`src/rtl/prog_clock_divider.sv`:
```
// Multi-channel programmable clock divider with shadowed, glitch-free divisor updates.
// Optional macro CLKDIV_SYNC_EN adds sync_in to phase-align every channel at once.
module prog_clock_divider #(
    parameter int unsigned CHANNELS    = 4,
    parameter int unsigned WIDTH       = 24,
    parameter int unsigned DEFAULT_DIV = 15_000_000,
    localparam int unsigned SEL_W      = (CHANNELS > 1) ? $clog2(CHANNELS) : 1
) (
    input  logic                clk_in,
    input  logic                rst,
`ifdef CLKDIV_SYNC_EN
    input  logic                sync_in,
`endif
    input  logic                div_load,
    input  logic [SEL_W-1:0]    div_sel,
    input  logic [WIDTH-1:0]    div_value,
    input  logic [CHANNELS-1:0] ch_en,
    output logic [CHANNELS-1:0] clk_out,
    output logic [CHANNELS-1:0] tick,
    output logic [CHANNELS-1:0] pending
);

    logic sync;

`ifdef CLKDIV_SYNC_EN
    assign sync = sync_in;
`else
    assign sync = 1'b0;
`endif

    for (genvar i = 0; i < CHANNELS; i++) begin : g_ch
        logic [WIDTH-1:0] act_q, act_d;
        logic [WIDTH-1:0] shd_q, shd_d;
        logic [WIDTH-1:0] cnt_q, cnt_d;
        logic             pend_q, pend_d;
        logic             clk_q, tick_q;
        logic             run, hit, last;

        assign run  = (act_q >= WIDTH'(2)) && ch_en[i];
        assign hit  = div_load && (32'(div_sel) == 32'(i));
        assign last = run && (cnt_q >= act_q - WIDTH'(1));

        // Shadow divisor is promoted only at a period boundary, a sync, or while idle
        always_comb begin
            act_d  = act_q;
            shd_d  = shd_q;
            cnt_d  = cnt_q;
            pend_d = pend_q;
            if (sync || !run || last) begin
                cnt_d = '0;
                if (pend_q) begin
                    act_d  = shd_q;
                    pend_d = 1'b0;
                end
            end else begin
                cnt_d = cnt_q + WIDTH'(1);
            end
            if (hit) begin
                shd_d  = div_value;
                pend_d = 1'b1;
            end
        end

        always_ff @(posedge clk_in or posedge rst) begin
            if (rst) begin
                act_q  <= WIDTH'(DEFAULT_DIV);
                shd_q  <= WIDTH'(DEFAULT_DIV);
                cnt_q  <= '0;
                pend_q <= 1'b0;
                clk_q  <= 1'b0;
                tick_q <= 1'b0;
            end else begin
                act_q  <= act_d;
                shd_q  <= shd_d;
                cnt_q  <= cnt_d;
                pend_q <= pend_d;
                clk_q  <= run && (cnt_q >= (act_q >> 1));
                tick_q <= last;
            end
        end

        assign clk_out[i] = clk_q;
        assign tick[i]    = tick_q;
        assign pending[i] = pend_q;
    end

endmodule

```
`config.mk`:
```
export PLATFORM = sky130hd
export DESIGN_NAME = prog_clock_divider
export DESIGN_NICKNAME = d
export VERILOG_FILES = /design/src/rtl/prog_clock_divider.sv
export SDC_FILE = /design/constraint.sdc
export NUM_CORES = 1
export LEC_CHECK = 0
export BUFFER_PORTS_ARGS = -buffer_cell sky130_fd_sc_hd__clkbuf_2
export CORE_ASPECT_RATIO = 1.25
export CORE_MARGIN = 8
export CORE_UTILIZATION = 60
export CTS_CLUSTER_DIAMETER = 50
export DETAILED_ROUTE_END_ITERATION = 10
export PLACE_DENSITY = 0.75
export SYNTH_ARGS = -nofsm -noshare
export SYNTH_HDL_FRONTEND = slang
export SYNTH_SLANG_ARGS = --single-unit
```
`constraint.sdc`:
```
create_clock -name clk_in -period 13.97 [get_ports clk_in]
set_input_delay 2.794 -clock clk_in [delete_from_list [all_inputs] [get_ports clk_in]]
set_output_delay 2.794 -clock clk_in [all_outputs]
set_load 0.02 [all_outputs]
```
---- After elaboration in Yosys (flattened, before gate mapping) ----
Index checks and enable logic that the tools add are counted.
operators by class
  add/sub/neg operators ................... 8
  magnitude comparators ................... 12
  equal/unequal tests ..................... 3
  muxes and demuxes ....................... 12
  reductions and logical operators ........ 33
operator list
  kind                   number
  $add 24x1->24 const B  4
  $ge 24x2->1 const B    4
  $ge 24x23->1           4
  $ge 24x24->1           4
  $mux 24                4
  $sub 24x1->24 const B  4
  $logic_and 1x1->1      16
  $mux 1                 8
  $reduce_and 2->1       4
  $reduce_bool 2->1      4
  $eq 2x2->1 const B     2
  $logic_not 1->1        4
  $logic_or 1x1->1       4
  $eq 2x1->1 const B     1
  $logic_not 2->1        1
storage, ports and cells
  register bits after elaboration ......... 300
  input bits .............................. 33
  output and inout port bits .............. 12

---- Logic depth before layout (Yosys ltp) ----
  word-level depth ........................ 6
  gate-level depth with buffers ........... 17
  gate-level depth less buffers ........... 15

---- Worst setup path before layout ----
Ideal clock, no wire load.
  path type ............................... input to register
  start point ............................. in div_sel[1]
  end point ............................... reg g_ch[0].shd_q[10]
  data arrival time ....................... 4113 ps
  data required time ...................... 13845 ps
  path slack .............................. 9732 ps
  stages on the path ...................... 3
  cell sequence ........................... nor3b_1 > clkbuf_1 > mux2_2
on the way
  longest elaborated chain between the ends .. 2
ends and longest elaborated chain
  element               RTL line  RTL
  start, declared       15        input logic [SEL_W-1:0] div_sel,
  $logic_not 2->1       40        assign hit = div_load && (32'(div_sel) == 32'(i));
  $logic_and 1x1->1     40
  end signal, assigned  67        shd_q <= WIDTH'(DEFAULT_DIV);
  end, declared         33        logic [WIDTH-1:0] shd_q, shd_d;
Every way passes these cells.
A chain may end at the register's enable or synchronous reset.

---- Worst setup path in the final report ----
  start point ............................. reg g_ch[3].act_q[1]
  end point ............................... reg g_ch[3].act_q[20]
on the way
  longest elaborated chain between the ends .. 5
ends and longest elaborated chain
  element                                               RTL line  RTL
  start, declared                                       32        logic [WIDTH-1:0] act_q, act_d;
  start signal, assigned                                66        act_q <= WIDTH'(DEFAULT_DIV);
  start signal, assigned                                73        act_q <= act_d;
  $sub 24x1->24 or $ge 24x2->1 (tied branches)          41, 39
  $ge 24x24->1 or $logic_and 1x1->1 (tied branches)     41, 39
  $logic_and 1x1->1 or $logic_not 1->1 (tied branches)  41, 49
  $logic_or 1x1->1 *                                    49        if (sync || !run || last) begin
  $reduce_and 2->1 (no line) *                          n/a
Every way passes the cells marked *; elsewhere a longest branch is shown, timed or not.

==> results by stage <==
Floorplanning:
- 45 I/O pins were placed.
- The die is 172 um wide.
- The die outline area is between 30000 and 40000 sq um.
- In this run the standard cell core region covers 30100 sq um.
- The initial standard-cell utilization of the core is a little over 60%.
- The y dimension of the die is around 210 um.
- The floorplan has 71 rows.

Clocking:
- The clock network latency to the later pin of the worst-skew pair is 0.52 ns.
- The clock tree from TritonCTS is yes.
- Buffers inserted during clock tree synthesis total 34.
- The CTS root buffer is sky130_fd_sc_hd__clkbuf_16.
- The maximum buffer depth of the clock tree is 3.
- The hold buffer count at CTS is 0.
- The post-cts repair resize count is 0.
- Counting every sink on the clock net gives 300.
- The post-CTS setup buffer count is 0.
- The CTS clock-pin slew for the worst setup and hold paths is 0.06 ns.
- The H-tree was split into 2 levels.

Route:
- The number of routed nets with antenna violations is 0.
- For this block, the initial DRC count from the detailed router was roughly 680.
- The routed design has around 40000 um of wire.
- The total iterations of the first detailed-routing run is 7.
- In the final routed layout, each cell accounts on average for between 15 and 20 um.
- After detailed routing, the number of vias per cell comes to 5.81.
- The routed layout has about 13000 vias.
- The DRC violation count after routing is 0.

Run:
- Across the run, the number of max-cap violations was 0.

GRT:
- The number of global-route vias before repair is 13000.
- Global routing used ~23% of the available tracks across all layers.
- The pin count of the biggest net entering global routing is about 100.
- The initial antenna violation count is 0.
- The first global-routing pass estimated ~66000 um of wire.
- The leftover overflow at the end of global routing is 0.

Setup path:
- STA puts the critical path data required time at roughly 14 ns.
- STA classifies the critical path startpoint as a flip-flop.
- For the worst flop-to-flop path, the logic depth is 12.
- At the worst endpoint, the arrival time is just over 5 ns.
- The critical path class is flip-flop to flip-flop.
- The type of destination of the critical path is a flip-flop.
- In this run the worst path has a maximum fanout of 24.

Cells and area:
- The area growth from synthesis to layout is 8.88%.
- For this run, the post-layout net count is about 2000.
- For this run, the number of standard cells in the final layout without fillers is between 2000 and 2500.
- The post-route netlist has 20.8% of its cells at a drive strength greater than 1.
- The repair_antennas step left the layout with diodes totalling 0.

Logic synthesis:
- The fraction of the yosys area taken by sequential cells is 41.4%.
- The portion of synthesized area spent on multiplexers is 12.5%.
- The count of warnings emitted by yosys is 0.
- The xor/xnor cell area share of the yosys netlist is 8.20%.
- Ranked by total cell area, the synthesized netlist is headed by sky130_fd_sc_hd__dfrtp_1 (30%), sky130_fd_sc_hd__ha_1 (14%), sky130_fd_sc_hd__dfstp_2 (11%).
- The most common cell in the synthesized netlist is sky130_fd_sc_hd__dfrtp_1.
- The synthesized netlist cell count is between 1500 and 2000.
- The cell taking the most area after synthesis is sky130_fd_sc_hd__dfrtp_1.
- The commonest cells after synthesis are sky130_fd_sc_hd__dfrtp_1 (220), sky130_fd_sc_hd__ha_1 (200), sky130_fd_sc_hd__nor2_1 (157).
- Summing the areas of all fa, ha and maj instances in the mapped netlist gives 13.6% of the synthesized area.
- The mean instance size in the synthesized netlist is around 11 sq um.
- The synthesized netlist devotes ~6.5% of its cell area to compound gates.
- Of the post-synthesis cell area, the dominant cell type holds between 20 and 30%.
- The largest family of logic cells by synthesized area is simple AND/OR/NAND/NOR gates.
- The synthesized design contains 0 enable-type register cells.
- The post-synthesis instance area is ~18000 sq um.
- For this run, the leading register cell type out of synthesis is sky130_fd_sc_hd__dfrtp_1.
- The net count after synthesis is 1932.
- The unique cell type count in the Yosys netlist is 70.
- After synthesis, the share of flip-flops with an asynchronous set or reset is 100%.
- Counting flops and latches in the post-synthesis netlist gives 300.
- Of the total synthesized cell area, the portion taken by AND, OR, NAND and NOR gates is between 10% and 20%.

STA:
- The worst path uses about a third of the clock period.
- The max-slew violation count is 0.
- The final setup violation count is 0.
- The pin slew with the least headroom to its limit is between 1 and 1.5 ns.
- Measured against its own limit, the worst slew margin works out to between 10% and 20%.
- Static timing analysis puts the maximum clock frequency at approximately 0.21 GHz.
- The summed negative setup slack over all endpoints is 0 ns.
- Setup repair after global routing left no endpoint under its margin.
- The final hold slack is just under 0.5 ns.
- The number of hold violations in the final report came to 0.
- The worst clock skew is between 0.015 and 0.02 ns.
- The time the worst path needs with I/O delays and setup is 4.74 ns.

Min path:
- In this run the worst hold path is classified as flip-flop to flip-flop.
- Along the worst hold path, the cell count comes to 1.

Placement:
- Detailed placement finished with a half-perimeter wire length of between 20000 and 30000 um.
- In this run the tool buffered the top-level ports with 44 buffer cells.
- The total placed cells including tap cells is between 2000 and 2500.
- The congestion estimate from routability-driven global placement came to ~0.90.

Power and ir drop:
- Across the VDD grid, the largest voltage drop is ~100 uV.
- The static power due to leakage is 9.35 nW.
- The total power divided by cell area is 149 nW/um^2.
- After layout, the design draws a total of just under 3 mW.

Outcome:
- The run finished with clean final reports.
[sequential cells by signal (all words and copies together) (netlist names)]
register     count
g_ch.act_q      96
g_ch.clk_q       4
g_ch.cnt_q      96
g_ch.pend_q      4
g_ch.shd_q      96
g_ch.tick_q      4
[worst paths after layout]
kind,startpoint,end,slack [ns]
max,g_ch[3].act_q[1],g_ch[3].act_q[20],9.23
min,g_ch[1].shd_q[2],g_ch[1].act_q[2],0.48
max reg2reg,g_ch[3].act_q[1],g_ch[3].act_q[20],9.23
min reg2reg,g_ch[1].shd_q[2],g_ch[1].act_q[2],0.48
max in group asynchronous,rst,g_ch[1].shd_q[11],9.59
min in group asynchronous,rst,g_ch[2].shd_q[16],2.42
[metrics by stage]
stage,util (%),instance area (sq um),setup slack [ns]
final,66.4,20000,9.23
after CTS,66.4,20000,9.25
after global placement,62.7,18900,8.97
after global routing,66.4,20000,8.81
after detailed placement,62.7,18900,8.93
after floorplan,-,18400,3.02
[cell usage in the layout (no fill, tap or decap), drive strengths merged, types with 48 or more instances in the layout]
cell type / instances
dfstp: 80
xor2: 48
nor2: 157
mux2: 191
clkbuf: 89
xnor2: 124
a21oi: 49
dfrtp: 220
inv: 122
ha: 200
nand2: 69
nand3: 66
[where the power goes]
part	switching, mW	internal [mW]	leakage [nW]
sequential	0.201	1.09	3.67
combinational	0.412	0.406	5.15
clock	0.369	0.507	0.530
[per-layer routing]
layer	share of wire (%)	wire length, um	global-route usage (%)	vias up
met3	2.7	1060	2.96	67
met5	0	0	0	-
li1	-	-	-	6134
met4	3.2	1270	7.98	0
met1	45	17900	28.6	6258
met2	49	19700	38.9	166
[worst max-delay path, cell delays in order (launching register included)]
cell and delay [ns]:
sky130_fd_sc_hd__dfrtp_1 0.44, sky130_fd_sc_hd__nor4_1 0.73, sky130_fd_sc_hd__nand2_1 0.28, sky130_fd_sc_hd__nor3_1 0.42
sky130_fd_sc_hd__nand2_1 0.12, sky130_fd_sc_hd__xnor2_1 0.16, sky130_fd_sc_hd__ha_1 0.29, sky130_fd_sc_hd__nand4_1 0.18
sky130_fd_sc_hd__nor3_1 0.10, sky130_fd_sc_hd__a22oi_1 0.23, sky130_fd_sc_hd__and4_4 0.28, sky130_fd_sc_hd__a21bo_1 0.96
sky130_fd_sc_hd__mux2_2 0.43
[layout make-up]
type | instances | area [sq um]
clock buffers | 45 | 953
clock inverters | 16 | 148
fillers | 2308 | 10100
inverters | 117 | 447
multi-input cells | 1241 | 10000
flip-flops and latches | 300 | 7610
well taps | 401 | 502
repair buffers | 53 | 288
[cell families (layout without fill, tap and decap cells)]
| family | Yosys count | in the layout |
|---|---|---|
| xor+xnor | 172 | 172 |
| compound gates | 176 | 176 |
| fa+ha+maj | 200 | 200 |
| buf+inv | 158 | 231 |
| mux | 191 | 191 |
| flops | 300 | 300 |
| simple gates | 502 | 502 |
Note: power is estimated with default switching activity, not from simulation.
